--- src/rtl/tappy_fifo_if.sv ---
// tappy_fifo_if: valid/ready byte stream from the tappy capture FIFO to its consumer.
interface tappy_fifo_if #(
    parameter int WIDTH = 8
);
    logic [WIDTH-1:0] out_data;
    logic             out_valid;
    logic             out_ready;

    modport master (output out_data, output out_valid, input out_ready);
    modport slave  (input out_data, input out_valid, output out_ready);
endinterface

--- src/rtl/tappy_fifo.sv ---
// tappy_fifo: captures one decoded byte per rising edge of done into a small FIFO,
// drained through a valid/ready stream, with occupancy and sticky overflow reporting.
module tappy_fifo #(
    parameter int WIDTH = 8,
    parameter int DEPTH = 8
) (
    input  logic                       sysclk,
    input  logic                       reset_n,
    input  logic [WIDTH-1:0]           word,
    input  logic                       done,
    tappy_fifo_if.master               out_if,
    output logic [$clog2(DEPTH):0]     count,
    output logic                       overflow,
    input  logic                       ovf_clr
);
    localparam int AW = $clog2(DEPTH);
    localparam int CW = AW + 1;

    logic [WIDTH-1:0] mem [DEPTH];
    logic [AW-1:0]    rd_ptr_q, rd_ptr_d, wr_ptr_q, wr_ptr_d;
    logic [CW-1:0]    count_q, count_d;
    logic             done_q, done_d;
    logic             overflow_q, overflow_d;
    logic             push, pop, full, wr_en, ovf_set;

    always_comb begin
        push       = done & ~done_q;
        pop        = (count_q != '0) & out_if.out_ready;
        full       = count_q == CW'(DEPTH);
        // At full, a concurrent pop frees the slot the push needs.
        wr_en      = push & (~full | pop);
        ovf_set    = push & full & ~pop;
        done_d     = done;
        wr_ptr_d   = wr_en ? wr_ptr_q + AW'(1) : wr_ptr_q;
        rd_ptr_d   = pop ? rd_ptr_q + AW'(1) : rd_ptr_q;
        count_d    = count_q + CW'(wr_en) - CW'(pop);
        overflow_d = ovf_set ? 1'b1 : (ovf_clr ? 1'b0 : overflow_q);
    end

    // done_q resets high so a done already asserted at reset release is not a new edge.
    always_ff @(posedge sysclk or negedge reset_n) begin
        if (!reset_n) begin
            rd_ptr_q   <= '0;
            wr_ptr_q   <= '0;
            count_q    <= '0;
            done_q     <= 1'b1;
            overflow_q <= 1'b0;
        end else begin
            rd_ptr_q   <= rd_ptr_d;
            wr_ptr_q   <= wr_ptr_d;
            count_q    <= count_d;
            done_q     <= done_d;
            overflow_q <= overflow_d;
        end
    end

    always_ff @(posedge sysclk) begin
        if (wr_en) mem[wr_ptr_q] <= word;
    end

    assign out_if.out_valid = count_q != '0;
    assign out_if.out_data  = out_if.out_valid ? mem[rd_ptr_q] : '0;
    assign count            = count_q;
    assign overflow         = overflow_q;
endmodule

--- src/flat_wrapper.sv ---
// flat-port wrapper written by rule: the top's interface ports become plain ports
module tappy_fifo_flat 
#(
    parameter int WIDTH = 8,
    parameter int DEPTH = 8
)
  (sysclk, reset_n, word, done, count, overflow, ovf_clr, out_if_out_data, out_if_out_valid, out_if_out_ready);
  tappy_fifo_if #(.WIDTH(WIDTH)) out_if_i ();
  input  logic sysclk;
  input  logic reset_n;
  input  logic [WIDTH-1:0] word;
  input  logic done;
  output logic [$clog2(DEPTH):0] count;
  output logic overflow;
  input  logic ovf_clr;
  output wire logic [$bits(out_if_i.out_data)-1:0] out_if_out_data;
  output wire logic [$bits(out_if_i.out_valid)-1:0] out_if_out_valid;
  input wire logic [$bits(out_if_i.out_ready)-1:0] out_if_out_ready;
  assign out_if_out_data = out_if_i.out_data;
  assign out_if_out_valid = out_if_i.out_valid;
  assign out_if_i.out_ready = out_if_out_ready;
  tappy_fifo #(.WIDTH(WIDTH), .DEPTH(DEPTH)) u_core (.sysclk(sysclk), .reset_n(reset_n), .word(word), .done(done), .out_if(out_if_i), .count(count), .overflow(overflow), .ovf_clr(ovf_clr));
endmodule
--- config.mk ---
export PLATFORM = sky130hd
export DESIGN_NAME = tappy_fifo_flat
export DESIGN_NICKNAME = d
export VERILOG_FILES = /design/src/rtl/tappy_fifo_if.sv /design/src/rtl/tappy_fifo.sv /design/src/flat_wrapper.sv
export SDC_FILE = /design/constraint.sdc
export NUM_CORES = 1
export LEC_CHECK = 0
export BUFFER_PORTS_ARGS = -buffer_cell sky130_fd_sc_hd__clkbuf_2
export CORE_MARGIN = 1.5
export CORE_UTILIZATION = 40
export CTS_CLUSTER_DIAMETER = 100
export DETAILED_ROUTE_END_ITERATION = 10
export PLACE_DENSITY = 0.62
export SLEW_MARGIN = 15
export SYNTH_ARGS = -nofsm -noshare
export SYNTH_HDL_FRONTEND = slang
export SYNTH_SLANG_ARGS = --single-unit
export TNS_END_PERCENT = 1
--- constraint.sdc ---
create_clock -name sysclk -period 6.1 [get_ports sysclk]
set_input_delay 0.305 -clock sysclk [delete_from_list [all_inputs] [get_ports sysclk]]
set_output_delay 0.305 -clock sysclk [all_outputs]
set_load 0.02 [all_outputs]
Word-level counts from Yosys, hierarchy flattened. Memories as Yosys holds them, arrays and structs flattened. Index checks and enable logic that the tools add are counted.

Flip-flop bits (word level): 12. Output and inout bits: 14. Memories kept: 1. Input port bits: 13. Logic and storage cells: 27. Memory bits (writable): 64.

Memories: u_core.mem (depth 8, bits a word 8, read ports 1, clocked after memory_dff 0, wr ports 1, RTL line tappy_fifo.sv:19) `logic [WIDTH-1:0] mem [DEPTH];`.

Bitwise gates (word level): 9. Muxes and demuxes: 5. $add $sub $neg: 4. Eq/ne operators: 1. Reduce and logical (&&, ||, !) cells: 2.

Operator list (count): $mux 8 (1); $add 3x1->3 const B (2); $and 1x1->1 (5); $add 4x1->4 (1); $eq 4x4->1 const B (1); $mux 1 (4); $reduce_bool 4->1 (1); $sub 4x1->4 (1); $not 1->1 (3); $reduce_bool 2->1 (1); $or 1x1->1 (1).

Depth between registers and ports, before layout.
Word-level depth: 6. Gate-level depth with buffers: 10. Gate-level depth less buffers: 10.

Least setup slack after synthesis. Ideal clock, no wire load.

Path kind: reg-to-reg. Start point: register u_core.count_q[2], in the netlist u_core.count[2]. End point: memory u_core.mem[0][0], enable pin. Stages on the path, launching flop included: 6. Setup slack: 3.699 ns. Library setup time: 0.395 ns. Arrival time: 2.006 ns. Buffers on the path: 0. Required time: 5.705 ns. Period minus slack after synthesis: 2.401 ns. Cell sequence: dfrtp_1 > inv_1 > ha_1 > nor2b_1 > o21ai_4 > nor4_1.

Cells in the longest elaborated chain, start to end: 6. Elaborated cells on any way between the ends: 8. Those cells by class: 1 x eq/ne; 2 x mux; 4 x bitwise; 1 x reduce/logical.

RTL lines: start: declaration (RTL line tappy_fifo.sv:21) `logic [CW-1:0] count_q, count_d;`; start signal: assignment (RTL line tappy_fifo.sv:51) `count_q <= count_d;`; $reduce_bool 4->1 / $eq 4x4->1 (equally long branches) (RTL line tappy_fifo.sv:28, tappy_fifo.sv:29); $and 1x1->1 / $not 1->1 (equally long branches) (RTL line tappy_fifo.sv:28, tappy_fifo.sv:31); $or 1x1->1 * (RTL line tappy_fifo.sv:31) `wr_en = push & (~full | pop);`; $and 1x1->1 * (RTL line tappy_fifo.sv:31); $mux 1 * (RTL line tappy_fifo.sv:58) `if (wr_en) mem[wr_ptr_q] <= word;`; $mux 1 (implied by the code) * (RTL line tappy_fifo.sv:58); end: declaration (RTL line tappy_fifo.sv:19).

Mark *: on every way between the ends. The rest lies on a longest branch, timed or not.

Worst setup path in the final report.
Start point: register u_core.count_q[2], in the netlist u_core.count[2]. End point: register u_core.count_q[2], in the netlist u_core.count[2].

Cells in the longest elaborated chain, start to end: 6. Elaborated cells on any way between the ends: 8. Those cells by class: 2 x add/sub; 1 x eq/ne; 4 x bitwise; 1 x reduce/logical.

RTL lines: $reduce_bool 4->1 * (RTL line tappy_fifo.sv:28) `pop = (count_q != '0) & out_if.out_ready;`; $and 1x1->1 * (RTL line tappy_fifo.sv:28); net u_core.pop (RTL line tappy_fifo.sv:24) `logic push, pop, full, wr_en, ovf_set;`; $or 1x1->1 (RTL line tappy_fifo.sv:31); $and 1x1->1 (RTL line tappy_fifo.sv:31); $add 4x1->4 (RTL line tappy_fifo.sv:36) `count_d = count_q + CW'(wr_en) - CW'(pop);`; $sub 4x1->4 * (RTL line tappy_fifo.sv:36); net u_core.count_d[2] (RTL line tappy_fifo.sv:21).

The timed path passes the listed nets; every way through them passes the cells marked *. A chain may end at the register's enable or synchronous reset.

==> metrics.md <==
| Metric | Value |
|---|---|
| Max clock buf depth | 2 |
| Pin count of the biggest net entering global routing | 35 |
| Hold path startpoint | done |
| R2R Setup Slk | 3520 ps |
| Arr. time, crit path | 2820 ps |
| Largest family of logic cells by synthesized area | multiplexers |
| Number of remaining DRC errors | 0 |
| Initial antenna violation count | 0 |
| Cell variety after synth | 34 |
| Setup Skew | 9.335 ps |
| CP required | 6340 ps |
| Number of global-route vias before repair | 1752 |
| Critical R2R Launch | u_core.count[2] |
| Synth warnings | 0 |
| RR Endpoint | u_core.count[2] |
| Slew HR | 0.3276 |
| Clock share of power | 0.243 |
| Endpoints failing hold | 0 |
| Commonest non-fill, non-tap cell in the layout | edfxtp_1 |
| Hold WS | 41.39 ps |
| Post-placement cell area | 3427 sq um |
| Total gr overflow | 0 |
| Measured slew at the worst slew-check pin | 1003 ps |
| TritonCTS clock tree | built |
| Area delta synth->final | 15.35% |
| Post-DP HPWL | 3.583 mm |
| Setup TNS | 0 ps |
| Fill cells | 692 |
| Max incr delay on CP | 550 ps |
| Status | complete, no violations |
| Clk root buf | clkbuf_8 |
| Syn_nets | 217 |
| H-tree depth | 3 |
| DR vias/cell | 4.982 |
| NumNets Final | 250 |
| Mapped Cells | 195 |
| # clock sinks | 76 |
| Most frequent cells in the layout | edfxtp_1, mux2i_1, clkbuf_2, a22oi_1 |
| Seq/Total Area, Yosys | 0.7010 |
| Post-Synth Simple-Gate Area | 0.05562 |
| Clock Latency Late Sink | 350 ps |
| Drt pass-1 iters | 4 |
| Initial Utilization | 0.4126 |
| Adder-cell share of the synthesized area | 0.03787 |
| Slew Limit Fails | 0 |
| DRT iter0 DRCs | 105 |
| Register bit total from synthesis | 76 |
| Die width | 92.05 microns |
| Total CTS buffers | 9 |
| Endpoints failing setup | 0 |
| Global Route Usage Sum | 0.1560 |
| Final WL | 5.761 mm |
| Synth Area in Compound Gates | 0.05444 |
| Layout cells sized above 1 | 0.2318 |
| IO Count | 27 |
| Hold endpoint | u_core.done_q |
| Mapped Avg Cell Area | 16.27 sq um |
| Crit start category | flop |
| Largest fanout on the critical path | 11 |
| Flop pwr share | 0.430 |
| Final period util | 0.4237 |
| Min-delay worst type | in -> reg |
| Gate power share | 0.327 |
| Routed Antenna Nets | 0 |
| Min Tclk post-route | 2584 ps |
| Fmax | 386.9 MHz |
| Clk slew on worst S/H paths | 80 ps |
| First-pass GRT wire length | 9.473 mm |
| Design area | 3659 sq um |
| Reg2reg path depth | 10 |
| RD Place Congestion | 0.7218 |
| Layout Utilization | 0.4759 |
| Row Count | 32 |
| PD cells | 473.6 nW/um^2 |
| Cell area after synthesis | 3172 sq um |
| Core Area | 7687 sq um |
| WP buf/inv | 3 |
| Die area | 8472 sq um |
| Internal Power | 1.124 mW |
| Crit. End Element | flop |
| Vias | 1669 |
| Critical setup path kind | reg -> reg |
| CP cell instances | inv_1 -> ha_1 -> or3b_1 -> and2_4 -> ha_1 -> inv_1 -> ha_1 -> inv_1 -> fa_1 -> xnor2_1 |
| Total of max-cap violations | 0 |
| Setup repair after global routing missed its margin | false |
| Net Sw Power | 0.6087 mW |
| Hold path depth | 1 |
| ANT cells | 0 |
| CP delay by family, top | adder cells |
| Sw Ratio | 0.3513 |
| Lkg Pwr | 1.406 nW |
| Avg WL per Cell | 17.20 microns |
| Slowest-stage cell, CP | or3b_1 |
| Post-Synth XOR/XNOR Area | 0.01657 |
| Max VDD drop | 0.0002165 V |
| Die extent in y | 92.05 microns |
| Post-synthesis mux area share | 0.1093 |
| IO Port Bufs | 26 |
-- how the worst max path moves through the flow --
stage,endpoint,start,depth (start not counted),slack (ps)
2_1_floorplan,u_core.mem[0][0],u_core.count[2],5,3700
3_3_place_gp,u_core.count[2],u_core.count[2],10,3540
3_5_place_dp,u_core.count[2],u_core.count[2],10,3520
4_1_cts,u_core.count[2],u_core.count[2],10,3500
5_1_grt,u_core.count[2],u_core.count[2],10,3360
6_report,u_core.count[2],u_core.count[2],10,3520
-- state kept, by name, indices dropped and copies added (netlist names) --
name,flops
u_core.overflow,1
u_core.rd_ptr_q,3
u_core.wr_ptr_q,3
u_core.count,4
u_core.done_q,1
u_core.mem,64
-- synth_stat cells --
cell,n,area [sq um]
buf_4,2,15.01
ha_1,8,100.1
dfstp_2,1,26.28
o21ai_4,1,16.27
nand2_1,1,3.750
a22oi_1,16,120.1
nor3_1,4,20.02
inv_1,10,37.54
dfrtp_1,11,275.3
xnor2_1,4,35.03
fa_1,1,20.02
edfxtp_1,64,1922
nor2b_1,4,25.02
clkbuf_4,1,7.510
nand2b_1,2,12.51
a21o_1,1,7.510
o211ai_1,2,15.01
and2_1,1,6.260
clkbuf_1,2,7.510
buf_2,1,5.000
or3b_4,1,11.26
or3b_1,1,8.760
nand3_1,1,5.000
a21oi_1,1,5.000
xor2_1,2,17.52
a22o_1,1,8.760
mux2_2,1,11.26
nor2_1,5,18.77
and3_1,8,50.05
nor4_1,1,6.260
mux2i_1,32,320.3
mux2_4,1,15.01
and2_4,1,8.760
buf_1,2,7.510
-- final cells by class --
class	count	area (sq um)	share of cell area
Clock buffer	9	123.9	0.03386
Inverter	10	37.54	0.01026
Timing Repair Buffer	30	162.7	0.04446
Clock inverter	7	97.59	0.02668
Sequential cell	76	2225	0.6081
Tap cell	102	127.6	0.03488
Multi-Input combinational cell	101	884.6	0.2418
-- kinds of logic (layout without fill, tap and decap cells) --
kind of cell,Yosys count,after routing
AO/OA/AOI/OAI,22,22
XOR/XNOR,6,6
adder cells (fa/ha/maj),9,9
buffers and inverters,18,56
flip-flops,76,76
multiplexers,34,34
AND/OR/NAND/NOR,30,30
-- per-stage QoR --
| step | cells | setup WS [ps] | total power, mW |
|---|---|---|---|
| after floorplan | 195 | 3699 | 1.161 |
| after global routing | 335 | 3357 | 1.844 |
| after CTS | 335 | 3498 | 1.756 |
| final | 335 | 3516 | 1.733 |
| after detailed placement | 318 | 3517 | 1.334 |
| after global placement | 318 | 3541 | 1.325 |
-- power groups by stage --
stage               clock [mW]  sequential, mW  combinational (mW)
floorplan                    0           0.706               0.455
global placement             0           0.755               0.570
global route             0.451           0.760               0.632
finish                   0.421           0.746               0.567
CTS                      0.430           0.748               0.578
detailed placement           0           0.759               0.574
-- what timing repair did --
item	in CTS	in global routing
resized for setup	0	0
endpoints found under the hold margin	11	0
hold buffers	1	0
buffers inserted	0	0
-- routing by layer --
layer,GRT usage,routed length (microns),up-vias
li1,-,-,812
met1,0.2072,2662,820
met2,0.2401,2779,25
met3,0.03897,204,12
met4,0.07308,115,0
met5,0,0,-
(Power assumes the default switching activity.)
